==> config.mk <==
export PLATFORM = sky130hd
export DESIGN_NAME = sprite_layer_flat
export DESIGN_NICKNAME = d
export VERILOG_FILES = /design/src/rtl/sprite_layer_if.sv /design/src/rtl/sprite_layer.sv /design/src/flat_wrapper.sv
export SDC_FILE = /design/constraint.sdc
export NUM_CORES = 1
export LEC_CHECK = 0
export BUFFER_PORTS_ARGS = -buffer_cell sky130_fd_sc_hd__buf_2
export CAP_MARGIN = 20
export CORE_UTILIZATION = 50
export DETAILED_ROUTE_END_ITERATION = 6
export PLACE_DENSITY = 0.7
export SYNTH_ARGS = -nofsm -noshare
export SYNTH_HDL_FRONTEND = slang
export SYNTH_SLANG_ARGS = --single-unit
==> constraint.sdc <==
create_clock -name clk -period 5.25 [get_ports clk]
set_clock_uncertainty 0.2 [all_clocks]
set_input_delay 0.7875 -clock clk [delete_from_list [all_inputs] [get_ports clk]]
set_output_delay 0.7875 -clock clk [all_outputs]
set_load 0.02 [all_outputs]
==> src/rtl/sprite_layer_if.sv <==
// Pixel-stream, configuration and sprite-ROM signals of the sprite layer.
// master: video timing/CPU/ROM side; slave: the sprite_layer block.
interface sprite_layer_if;
  logic        pix_valid;
  logic [9:0]  pix_x;
  logic [9:0]  pix_y;
  logic        frame_start;
  logic        cfg_we;
  logic [1:0]  cfg_addr;
  logic [15:0] cfg_wdata;
  logic [11:0] rom_addr;
  logic [23:0] rom_rdata;
  logic [23:0] layer_pixel;
  logic        layer_valid;

  modport master (
    output pix_valid, pix_x, pix_y, frame_start,
    output cfg_we, cfg_addr, cfg_wdata,
    output rom_rdata,
    input  rom_addr, layer_pixel, layer_valid
  );

  modport slave (
    input  pix_valid, pix_x, pix_y, frame_start,
    input  cfg_we, cfg_addr, cfg_wdata,
    input  rom_rdata,
    output rom_addr, layer_pixel, layer_valid
  );
endinterface

==> src/rtl/sprite_layer.sv <==
// Single hardware sprite: double-buffered config, hit test, ROM fetch, RGB888 out.
// Latency 3 cycles pix_valid -> layer_valid; one sample per cycle, no backpressure.
module sprite_layer #(
  parameter int SPR_W = 16,
  parameter int SPR_H = 16
) (
  input  logic          clk,
  input  logic          rst_n,
  sprite_layer_if.slave bus
);

  localparam int CW = $clog2(SPR_W);
  localparam int RW = $clog2(SPR_H);

  typedef struct packed {
    logic [9:0]  pos_x;
    logic [9:0]  pos_y;
    logic        vflip;
    logic        hflip;
    logic        en;
    logic [11:0] base;
  } cfg_t;

  cfg_t pend_q;
  cfg_t act_q;

  always_ff @(posedge clk or negedge rst_n) begin
    if (!rst_n) begin
      pend_q <= '0;
    end else if (bus.cfg_we) begin
      case (bus.cfg_addr)
        2'd0: pend_q.pos_x <= bus.cfg_wdata[9:0];
        2'd1: pend_q.pos_y <= bus.cfg_wdata[9:0];
        2'd2: {pend_q.vflip, pend_q.hflip, pend_q.en} <= bus.cfg_wdata[2:0];
        default: pend_q.base <= bus.cfg_wdata[11:0];
      endcase
    end
  end

  // Active bank samples pending before this edge's write lands, so a
  // coincident write waits for the following frame_start.
  always_ff @(posedge clk or negedge rst_n) begin
    if (!rst_n) begin
      act_q <= '0;
    end else if (bus.frame_start) begin
      act_q <= pend_q;
    end
  end

  logic [10:0]   x_end;
  logic [10:0]   y_end;
  logic          in_x;
  logic          in_y;
  logic          hit_s0;
  logic [9:0]    off_x;
  logic [9:0]    off_y;
  logic [CW-1:0] col;
  logic [RW-1:0] row;
  logic [11:0]   addr_s0;

  // 11-bit ends so a sprite near 1023 clips instead of wrapping to column 0.
  always_comb begin
    x_end   = {1'b0, act_q.pos_x} + 11'(SPR_W);
    y_end   = {1'b0, act_q.pos_y} + 11'(SPR_H);
    in_x    = (bus.pix_x >= act_q.pos_x) && ({1'b0, bus.pix_x} < x_end);
    in_y    = (bus.pix_y >= act_q.pos_y) && ({1'b0, bus.pix_y} < y_end);
    hit_s0  = bus.pix_valid && act_q.en && in_x && in_y;
    off_x   = bus.pix_x - act_q.pos_x;
    off_y   = bus.pix_y - act_q.pos_y;
    col     = act_q.hflip ? ~off_x[CW-1:0] : off_x[CW-1:0];
    row     = act_q.vflip ? ~off_y[RW-1:0] : off_y[RW-1:0];
    addr_s0 = act_q.base + 12'({row, col});
  end

  logic [11:0] rom_addr_q;
  logic        vld0_q;
  logic        hit0_q;
  logic        vld1_q;
  logic        hit1_q;
  logic [23:0] layer_pixel_q;
  logic        layer_valid_q;

  always_ff @(posedge clk or negedge rst_n) begin
    if (!rst_n) begin
      rom_addr_q    <= '0;
      vld0_q        <= 1'b0;
      hit0_q        <= 1'b0;
      vld1_q        <= 1'b0;
      hit1_q        <= 1'b0;
      layer_pixel_q <= '0;
      layer_valid_q <= 1'b0;
    end else begin
      if (bus.pix_valid) begin
        rom_addr_q <= addr_s0;
      end
      vld0_q        <= bus.pix_valid;
      hit0_q        <= hit_s0;
      vld1_q        <= vld0_q;
      hit1_q        <= hit0_q;
      layer_pixel_q <= hit1_q ? bus.rom_rdata : 24'h000000;
      layer_valid_q <= vld1_q;
    end
  end

  assign bus.rom_addr    = rom_addr_q;
  assign bus.layer_pixel = layer_pixel_q;
  assign bus.layer_valid = layer_valid_q;

  logic unused_ok;
  assign unused_ok = &{1'b0, bus.cfg_wdata[15:12], off_x[9:CW], off_y[9:RW]};

endmodule

==> src/flat_wrapper.sv <==
// flat-port wrapper written by rule: the top's interface ports become plain ports
module sprite_layer_flat 
#(
  parameter int SPR_W = 16,
  parameter int SPR_H = 16
)
  (clk, rst_n, bus_pix_valid, bus_pix_x, bus_pix_y, bus_frame_start, bus_cfg_we, bus_cfg_addr, bus_cfg_wdata, bus_rom_rdata, bus_rom_addr, bus_layer_pixel, bus_layer_valid);
  sprite_layer_if bus_i ();
  input  logic clk;
  input  logic rst_n;
  input wire logic [$bits(bus_i.pix_valid)-1:0] bus_pix_valid;
  input wire logic [$bits(bus_i.pix_x)-1:0] bus_pix_x;
  input wire logic [$bits(bus_i.pix_y)-1:0] bus_pix_y;
  input wire logic [$bits(bus_i.frame_start)-1:0] bus_frame_start;
  input wire logic [$bits(bus_i.cfg_we)-1:0] bus_cfg_we;
  input wire logic [$bits(bus_i.cfg_addr)-1:0] bus_cfg_addr;
  input wire logic [$bits(bus_i.cfg_wdata)-1:0] bus_cfg_wdata;
  input wire logic [$bits(bus_i.rom_rdata)-1:0] bus_rom_rdata;
  output wire logic [$bits(bus_i.rom_addr)-1:0] bus_rom_addr;
  output wire logic [$bits(bus_i.layer_pixel)-1:0] bus_layer_pixel;
  output wire logic [$bits(bus_i.layer_valid)-1:0] bus_layer_valid;
  assign bus_i.pix_valid = bus_pix_valid;
  assign bus_i.pix_x = bus_pix_x;
  assign bus_i.pix_y = bus_pix_y;
  assign bus_i.frame_start = bus_frame_start;
  assign bus_i.cfg_we = bus_cfg_we;
  assign bus_i.cfg_addr = bus_cfg_addr;
  assign bus_i.cfg_wdata = bus_cfg_wdata;
  assign bus_i.rom_rdata = bus_rom_rdata;
  assign bus_rom_addr = bus_i.rom_addr;
  assign bus_layer_pixel = bus_i.layer_pixel;
  assign bus_layer_valid = bus_i.layer_valid;
  sprite_layer #(.SPR_W(SPR_W), .SPR_H(SPR_H)) u_core (.clk(clk), .rst_n(rst_n), .bus(bus_i));
endmodule
==> metrics.txt, run 1 <==
run status=finished, final reports clean; ys flop type=dfrtp_1; top fanout value on the critical path=4; cell total after placement=687; area of the core=10,400 um^2; Tcrit/Tclk final=60.1%; via density per instance=5.33; Syn-to-layout area delta=14.7%; Fin Setup TNS=0 ps; Clock Tree Buf Depth=2; clock tree from TritonCTS=done; cell area after synthesis=5430 um^2; Setup crit end=u_core.bus.rom_addr[10]$_DFFE_PN0P_; final total power=2.55 mW; # rows=37; number of fillers in the final layout=904; wire length of the first global-routing pass=18.2 mm; Worst Setup Path Type=input port to flip-flop; depth of the CTS H-tree=3; gate count of the mapped netlist=465; number of global-route vias before repair=3,816; Synth Net Count=577; total routed wirelength=10.7 mm; fin crit period=3150 ps; minimum setup slack in the final design=2100 ps; Synth cell types=43; worst hold path stage count=0; pin count of the biggest net entering global routing=62; register-to-register path setup slack=2240 ps; Antenna Violating Nets Remaining=0; final hold violation count=0; WP data required=5350 ps; most common library cell in the layout ignoring fill and taps=dfrtp_1; post-synthesis register bit count=111; launch point of the critical path=bus_pix_x[0]; number of buffers inserted by hold repair at cts=0; vias after detailed routing=3,742; Critical Path Source Type=input port; HPWL after detailed placement=7.92 mm; pre-CTS WS=1700 ps; max cap viols=0; floorplan die width=106 um; total iterations of the first detailed-routing run=4; area of the die=11,300 um^2; number of max-slew violations in the final report=0; maximum frequency from static timing analysis=317 MHz; clock slew at reported path FFs=100 ps; count of endpoints failing setup in the final report=0; Port Buf Inserts=99; number of warning messages in the yosys log=0; post-route insts no fill=702; async set-reset flop share out of synthesis=100%; height of the die=106 um; setup repair after global routing missed its margin=no; number of antenna violations at the first check in global routing=0; number of violations reported at the end of detailed-routing iteration 0=150; clock insertion delay at the later pin of the skew report=370 ps; aggregate global routing overflow=0; routed len/inst=15.2 um; beginning of the worst register-to-register path=u_core.act_q[25]$_DFFE_PN0P_; Final nets=674; Post-CTS Repair Setup Buffers=0; share of post-route cells with drive strength above 1=30.7%; routability-driven placement congestion ratio=0.836; number of enable-type register cells in the synthesized netlist=0; overall global routing resource usage=20.8%; sequential cell area fraction in the yosys report=51.1%; reg-to-reg critical path endpoint=u_core.bus.rom_addr[10]$_DFFE_PN0P_; VDD IR max=0.000200 V; top-level I/O count=104; number of clock sinks=111; mean cell area of the mapped netlist=11.7 um^2; Antenna diodes=0; transition time at the pin with the least slew margin=1020 ps; Resized Gates After CTS=0; Initial Util=52.1%; kind of end point of the critical path=flip-flop; TritonCTS Buffers=9; # DRC=0; power density of the placed cells=409 nW/um^2; LEAKAGE=3.04 nW; most frequent cells in the layout=111 x dfrtp_1, 98 x buf_2, 55 x mux2_2; count of cells along the worst register-to-register path=10; CTS Root Cell=clkbuf_8; data arrival time of the worst path=3250 ps; relative max-transition margin=31.8%; type of the worst min-delay path=flip-flop to flip-flop
[per-stage QoR]
stage                     hold WS (ps)  cell area (um^2)  utilization, %
after floorplan                    131              5430               -
after global placement             132              6060            58.2
after detailed placement           137              6060            58.2
after CTS                          161              6230            59.8
after global routing               179              6230            59.8
final                              159              6230            59.8
[cells by family after synthesis]
logic type | Yosys count | synth area share [%]
multiplexers | 55 | 11.4
XOR/XNOR | 25 | 4.03
buffers and inverters | 44 | 3.04
flip-flops | 111 | 51.1
AND/OR/NAND/NOR | 102 | 10.3
AO/OA/AOI/OAI | 83 | 9.28
adder cells (fa/ha/maj) | 45 | 10.8
[report_power, final]
part	total, mW	internal (mW)	leakage (nW)	switching, mW
sequential	1.11	1.01	1.38	0.0968
combinational	0.977	0.458	1.58	0.519
clock	0.462	0.183	0.0845	0.278
[critical path, cell delays in order]
cell      delay (ps)
buf_2             90
inv_1             40
ha_1             150
inv_1             50
fa_1             490
xor2_1           250
fa_1             270
a21oi_1           90
nand4b_4         170
and3_4           190
or4_1            490
a31oi_1          170
[how the worst min path moves through the flow]
stage	start	end	slack, ps
after floorplan	u_core.vld1_q$_DFF_PN0_	u_core.bus.layer_valid$_DFF_PN0_	130
after global placement	u_core.vld0_q$_DFF_PN0_	u_core.vld1_q$_DFF_PN0_	130
after detailed placement	u_core.vld0_q$_DFF_PN0_	u_core.vld1_q$_DFF_PN0_	140
after CTS	u_core.vld0_q$_DFF_PN0_	u_core.vld1_q$_DFF_PN0_	160
after global routing	u_core.hit0_q$_DFF_PN0_	u_core.hit1_q$_DFF_PN0_	180
final	u_core.vld0_q$_DFF_PN0_	u_core.vld1_q$_DFF_PN0_	160
[state kept, by name (all words and copies together), names as in the netlist]
register,count
u_core.vld1_q,1
u_core.vld0_q,1
u_core.bus.rom_addr,12
u_core.hit1_q,1
u_core.hit0_q,1
u_core.act_q,35
u_core.pend_q,35
u_core.bus.layer_valid,1
u_core.bus.layer_pixel,24
[Yosys cell counts (all sizes together), types with 3 or more instances]
master / n / share of area, %
dfrtp: 111 / 51
mux2: 55 / 11
ha: 42 / 9.7
o21ai: 33 / 3.0
inv: 29 / 2.0
nand2: 28 / 1.9
and2: 24 / 2.8
xnor2: 19 / 3.1
a21oi: 18 / 1.7
nand3: 14 / 1.3
clkbuf: 12 / 0.83
nor2: 10 / 0.69
xor2: 6 / 0.97
o211ai: 5 / 0.69
a211oi: 4 / 0.55
a31oi: 4 / 0.46
nor2b: 4 / 0.46
nor3: 4 / 0.37
a21o: 3 / 0.41
buf: 3 / 0.21
fa: 3 / 1.1
nand2b: 3 / 0.35
nand3b: 3 / 0.41
nand4b: 3 / 0.76
o21a: 3 / 0.41
o22ai: 3 / 0.35
[per-layer routing]
layer,part of all wire (%),vias to the layer above,global-route usage (%)
li1,-,1810,-
met1,46,1848,27.2
met2,49,69,35.0
met3,3.7,15,3.56
met4,1.9,0,7.24
met5,0,-,0
[final cells by class]
type / instances / area (um^2) / area share, %
Tap cell: 136 / 170 / 2.73
Sequential cell: 111 / 2780 / 44.6
Clock inverter: 5 / 33.8 / 0.542
Timing Repair Buffer: 101 / 513 / 8.23
Multi-Input combinational cell: 310 / 2490 / 39.9
Clock buffer: 10 / 138 / 2.21
Inverter: 29 / 109 / 1.75
Power figures use the tool's default switching activity.
==> run 2, diff against run 1 <==
==> constraint.sdc (replaced) <==
create_clock -name clk -period 3.3 [get_ports clk]
set_clock_uncertainty 0.2 [all_clocks]
set_input_delay 0.495 -clock clk [delete_from_list [all_inputs] [get_ports clk]]
set_output_delay 0.495 -clock clk [all_outputs]
set_load 0.02 [all_outputs]
==> metrics.txt, run 2 (same netlist as run 1, synthesis figures left out) <==
run status=finished, final reports clean; TritonCTS Buffers=9; WP data required=3390 ps; final hold violation count=0; share of post-route cells with drive strength above 1=30.5%; max cap viols=0; floorplan die width=106 um; cell mode on critical path=fa_1; Tcrit/Tclk final=90.8%; Setup crit end=u_core.bus.rom_addr[10]$_DFFE_PN0P_; most frequent cells in the layout=111 x dfrtp_1, 98 x buf_2, 55 x mux2_2; cell family with the largest share of critical-path delay=adder cells; Final nets=676; LEAKAGE=3.08 nW; total routed wirelength=11.0 mm; reg-to-reg critical path endpoint=u_core.bus.rom_addr[10]$_DFFE_PN0P_; Worst Setup Path Type=flip-flop to flip-flop; depth of the CTS H-tree=3; area of the core=10,400 um^2; most common library cell in the layout ignoring fill and taps=dfrtp_1; count of buffering cells on the critical path with inverters included=1; Critical Path Source Type=flip-flop; vias after detailed routing=3,736; data arrival time of the worst path=3090 ps; launch point of the critical path=u_core.act_q[25]$_DFFE_PN0P_; VDD IR max=0.000318 V; kind of end point of the critical path=flip-flop; aggregate global routing overflow=0; HPWL after detailed placement=8.21 mm; maximum frequency from static timing analysis=334 MHz; count of endpoints failing setup in the final report=0; Port Buf Inserts=99; routability-driven placement congestion ratio=0.883; CTS Root Cell=clkbuf_8; critical-path cell with the highest stage delay=or4_1; top fanout value on the critical path=4; type of the worst min-delay path=input port to flip-flop; number of violations reported at the end of detailed-routing iteration 0=162; Post-CTS Repair Setup Buffers=0; Initial Util=52.1%; number of max-slew violations in the final report=0; power density of the placed cells=666 nW/um^2; beginning of the worst register-to-register path=u_core.act_q[25]$_DFFE_PN0P_; relative max-transition margin=50.6%; number of antenna violations at the first check in global routing=0; register-to-register path setup slack=310 ps; total iterations of the first detailed-routing run=4; clock slew at reported path FFs=100 ps; clock insertion delay at the later pin of the skew report=360 ps; max incr delay on CP=490 ps; # DRC=0; number of clock sinks=111; pre-CTS WS=22.0 ps; Antenna Violating Nets Remaining=0; CP Depth=10; count of cells along the worst register-to-register path=10; Clock Tree Buf Depth=2; wire length of the first global-routing pass=17.8 mm; # rows=37; Fin Setup TNS=0 ps; minimum setup slack in the final design=305 ps; height of the die=106 um; CP cell instances=ha_1, inv_1, fa_1, xor2_1, fa_1, a21oi_1, nand4b_4, and3_4, or4_1, a31oi_1; top-level I/O count=104; setup repair after global routing missed its margin=no; Resized Gates After CTS=0; routed len/inst=15.6 um; pin count of the biggest net entering global routing=57; transition time at the pin with the least slew margin=740 ps; clock tree from TritonCTS=done; area of the die=11,300 um^2; Syn-to-layout area delta=16.0%; number of global-route vias before repair=3,747; overall global routing resource usage=20.6%; via density per instance=5.31; fin crit period=2990 ps; Antenna diodes=0; worst min-delay path startpoint=bus_rom_rdata[19]
## run 2: cell types whose count changed in the layout (fill, tap and decap cells not counted), sizes merged
cell / previous run / this run
inv: 30 / 29
dlygate4sd3: 0 / 1
clkinv: 2 / 0
bufinv: 0 / 2
clkinvlp: 2 / 1
clkbuf: 10 / 12
buf: 101 / 102
## run 2: where the power goes
group	switching, mW	internal (mW)
logic	0.821	0.731
registers	0.155	1.61
clock network	0.434	0.446
## run 2: area by class of cell
class	instances	area [um^2]
Fill cell	880	4120
Clock inverter	3	67.6
Tap cell	136	170
Timing Repair Buffer	103	543
Sequential cell	111	2780
Clock buffer	12	145
Multi-Input combinational cell	310	2490
Inverter	29	109
## run 2: repair_timing
item                       CTS  global route
hold buffers                 1             0
setup endpoints to repair    0             0
hold endpoints to repair     3             0
## run 2: worst register-to-register path, delay by kind of cell (launching register included)
kind	cells	cell delay (ps)
AO/OA/AOI/OAI	2	260
XOR/XNOR	1	270
adder cells (fa/ha/maj)	3	880
buffers and inverters	1	70
flip-flops	1	390
AND/OR/NAND/NOR	3	870
## run 2: per-layer routing
metal	wire length (um)	global-route usage, %
met4	102	4.66
met3	463	4.05
met2	5520	35.3
met1	4930	26.9
met5	0	0
## run 2: stage by stage
| stage | util [%] | area, um^2 | total power, mW | hold WS [ps] | std cells |
|---|---|---|---|---|---|
| global placement | 58.4 | 6080 | 3.28 | 132 | 688 |
| global route | 60.5 | 6300 | 4.48 | 125 | 704 |
| detailed placement | 58.4 | 6080 | 3.34 | 135 | 688 |
| floorplan | - | 5430 | 2.93 | -0.591 | 465 |
| CTS | 60.5 | 6300 | 4.23 | 127 | 704 |
| finish | 60.5 | 6300 | 4.20 | 143 | 704 |
## run 2: how the worst min path moves through the flow
| stage | endpoint | slack [ps] | cells past startpoint |
|---|---|---|---|
| final | u_core.bus.layer_pixel[19]$_DFF_PN0_ | 140 | 2 |
| after detailed placement | u_core.bus.layer_valid$_DFF_PN0_ | 130 | 0 |
| after floorplan | u_core.act_q[0]$_DFFE_PN0P_ | -0.6 | 0 |
| after CTS | u_core.bus.layer_pixel[13]$_DFF_PN0_ | 130 | 2 |
| after global placement | u_core.hit1_q$_DFF_PN0_ | 130 | 0 |
| after global routing | u_core.bus.layer_pixel[11]$_DFF_PN0_ | 120 | 2 |
==> run 3, diff against run 2 <==
--- a/config.mk
+++ b/config.mk
@@ -7,6 +7,7 @@
 export LEC_CHECK = 0
 export BUFFER_PORTS_ARGS = -buffer_cell sky130_fd_sc_hd__buf_2
 export CAP_MARGIN = 20
+export CORE_ASPECT_RATIO = 1.25
 export CORE_UTILIZATION = 50
 export DETAILED_ROUTE_END_ITERATION = 6
 export PLACE_DENSITY = 0.7
==> metrics.txt, run 3 (same netlist as run 1, synthesis figures left out) <==
multi-input gate area in the final layout=2490 um^2; max cap viols=0; # DRC=0; sequential standard cell area=2780 um^2; setup repair after global routing missed its margin=no; fraction of power spent switching nets=33.9%; Port Buf Inserts=99; vias after detailed routing=3,814; Initial Util=51.4%; share of power burned in registers=39.5%; Clk pwr share=25.2%; top-level I/O count=104; # rows=42; cell internal power dissipation=2.96 mW; Post-Route Utilization=60.8%; routed len/inst=16.1 um; data arrival time of the worst path=3110 ps; share of post-route cells with drive strength above 1=31.1%; number of violations reported at the end of detailed-routing iteration 0=164; number of clock sinks=111; Post-CTS Repair Setup Buffers=0; cell total after placement=684; pre-CTS WS=4.65 ps; number of global-route vias before repair=3,983; CP cell instances=ha_1, inv_1, fa_1, xor2_1, fa_1, a21oi_1, nand4b_4, and3_4, or4_1, a31oi_1; transition time at the pin with the least slew margin=892 ps; aggregate global routing overflow=0; critical-path cell with the highest stage delay=or4_1; routability-driven placement congestion ratio=0.928; relative max-transition margin=40.5%; pin count of the biggest net entering global routing=79; WP data required=3370 ps; type of the worst min-delay path=input port to flip-flop; Syn-to-layout area delta=18.3%; via density per instance=5.43; maximum frequency from static timing analysis=329 MHz; total routed wirelength=11.3 mm; Fin Setup TNS=0 ps; run status=finished, final reports clean; area of the core=10,600 um^2; Worst Setup Path Type=flip-flop to flip-flop; area of the die=11,300 um^2; Tcrit/Tclk final=92.2%; cell mode on critical path=fa_1; minimum setup slack in the final design=256 ps; overall global routing resource usage=21.5%; number of antenna violations at the first check in global routing=0; register-to-register path setup slack=260 ps; number of max-slew violations in the final report=0; Antenna Violating Nets Remaining=0; wire length of the first global-routing pass=18.5 mm; max incr delay on CP=500 ps; top fanout value on the critical path=4; clock insertion delay at the later pin of the skew report=350 ps; final hold violation count=0; depth of the CTS H-tree=3; post-route insts no fill=702; kind of end point of the critical path=flip-flop; Gate power share=35.3%; power density of the placed cells=696 nW/um^2; Antenna diodes=0; most common library cell in the layout ignoring fill and taps=dfrtp_1; Clock Tree Buf Depth=2; P_sw=1.52 mW; VDD IR max=0.000293 V; count of endpoints failing setup in the final report=0; clock tree from TritonCTS=done; most frequent cells in the layout=111 x dfrtp_1, 98 x buf_2, 55 x mux2_2; Final nets=677; total iterations of the first detailed-routing run=6; HPWL after detailed placement=8.39 mm; CTS Root Cell=clkbuf_16; TritonCTS Buffers=9; height of the die=119 um; clock slew at reported path FFs=80 ps; fin crit period=3040 ps; Critical Path Source Type=flip-flop; number of fillers in the final layout=888; floorplan die width=95.2 um; LEAKAGE=3.14 nW
-- run 3: cell count changes in the layout (fill, tap and decap cells not counted), sizes merged --
cell	previous run	this run
inv	29	32
buf	102	103
clkbuf	12	9
bufinv	2	1
clkinv	0	2
-- run 3: power by group through the flow --
stage	Combinational (mW)	Sequential, mW	Clock, mW
5_1_grt	1.77	1.80	1.20
2_1_floorplan	1.09	1.84	0
3_5_place_dp	1.57	1.79	0
6_report	1.58	1.77	1.13
4_1_cts	1.59	1.77	1.15
3_3_place_gp	1.51	1.78	0
-- run 3: final cells by class --
| class | instances | area share, % |
|---|---|---|
| clock inverter | 7 | 1.38 |
| inverter | 29 | 1.69 |
| timing repair buffer | 104 | 8.88 |
| tap | 132 | 2.57 |
| clock buffer | 9 | 3.51 |
| multi-input combinational | 310 | 38.7 |
| sequential | 111 | 43.2 |
-- run 3: timing repair --
action | CTS | global route
gates resized for setup | 0 | 0
endpoints found under the hold margin | 0 | 3
hold buffers | 0 | 1
-- run 3: layer usage --
| metal | track usage [%] | share of wire [%] | vias to the layer above |
|---|---|---|---|
| li1 | - | - | 1832 |
| met1 | 25.8 | 41 | 1867 |
| met2 | 38.1 | 52 | 93 |
| met3 | 2.12 | 3.5 | 22 |
| met4 | 9.75 | 3.1 | 0 |
| met5 | 0 | 0 | - |
-- run 3: critical path: cells and delay by family, from the launching register on --
family	cells	cell delay (ps)
adders and majority gates	3	870
and+or+nand+nor	3	860
DFF	1	390
xor gates and xnor gates	1	290
AOI/OAI and AO/OA	2	270
buffers and inverters	1	70
-- run 3: path summary, 6_finish.rpt --
kind,end,from,cells past startpoint
max,u_core.bus.rom_addr[10]$_DFFE_PN0P_,u_core.act_q[25]$_DFFE_PN0P_,10
min,u_core.bus.layer_pixel[9]$_DFF_PN0_,bus_rom_rdata[9],2
max reg2reg,u_core.bus.rom_addr[10]$_DFFE_PN0P_,u_core.act_q[25]$_DFFE_PN0P_,10
min reg2reg,u_core.vld1_q$_DFF_PN0_,u_core.vld0_q$_DFF_PN0_,0
max in group asynchronous,u_core.pend_q[3]$_DFFE_PN0P_,rst_n,3
min in group asynchronous,u_core.bus.rom_addr[10]$_DFFE_PN0P_,rst_n,2
-- run 3: through the flow --
stage                     power, mW  hold WS (ps)  cell area [um^2]
after floorplan                2.93        -0.591              5430
after global placement         3.29           134              6070
after detailed placement       3.36           138              6070
after CTS                      4.50           144              6390
after global routing           4.77           145              6420
final                          4.47           149              6420
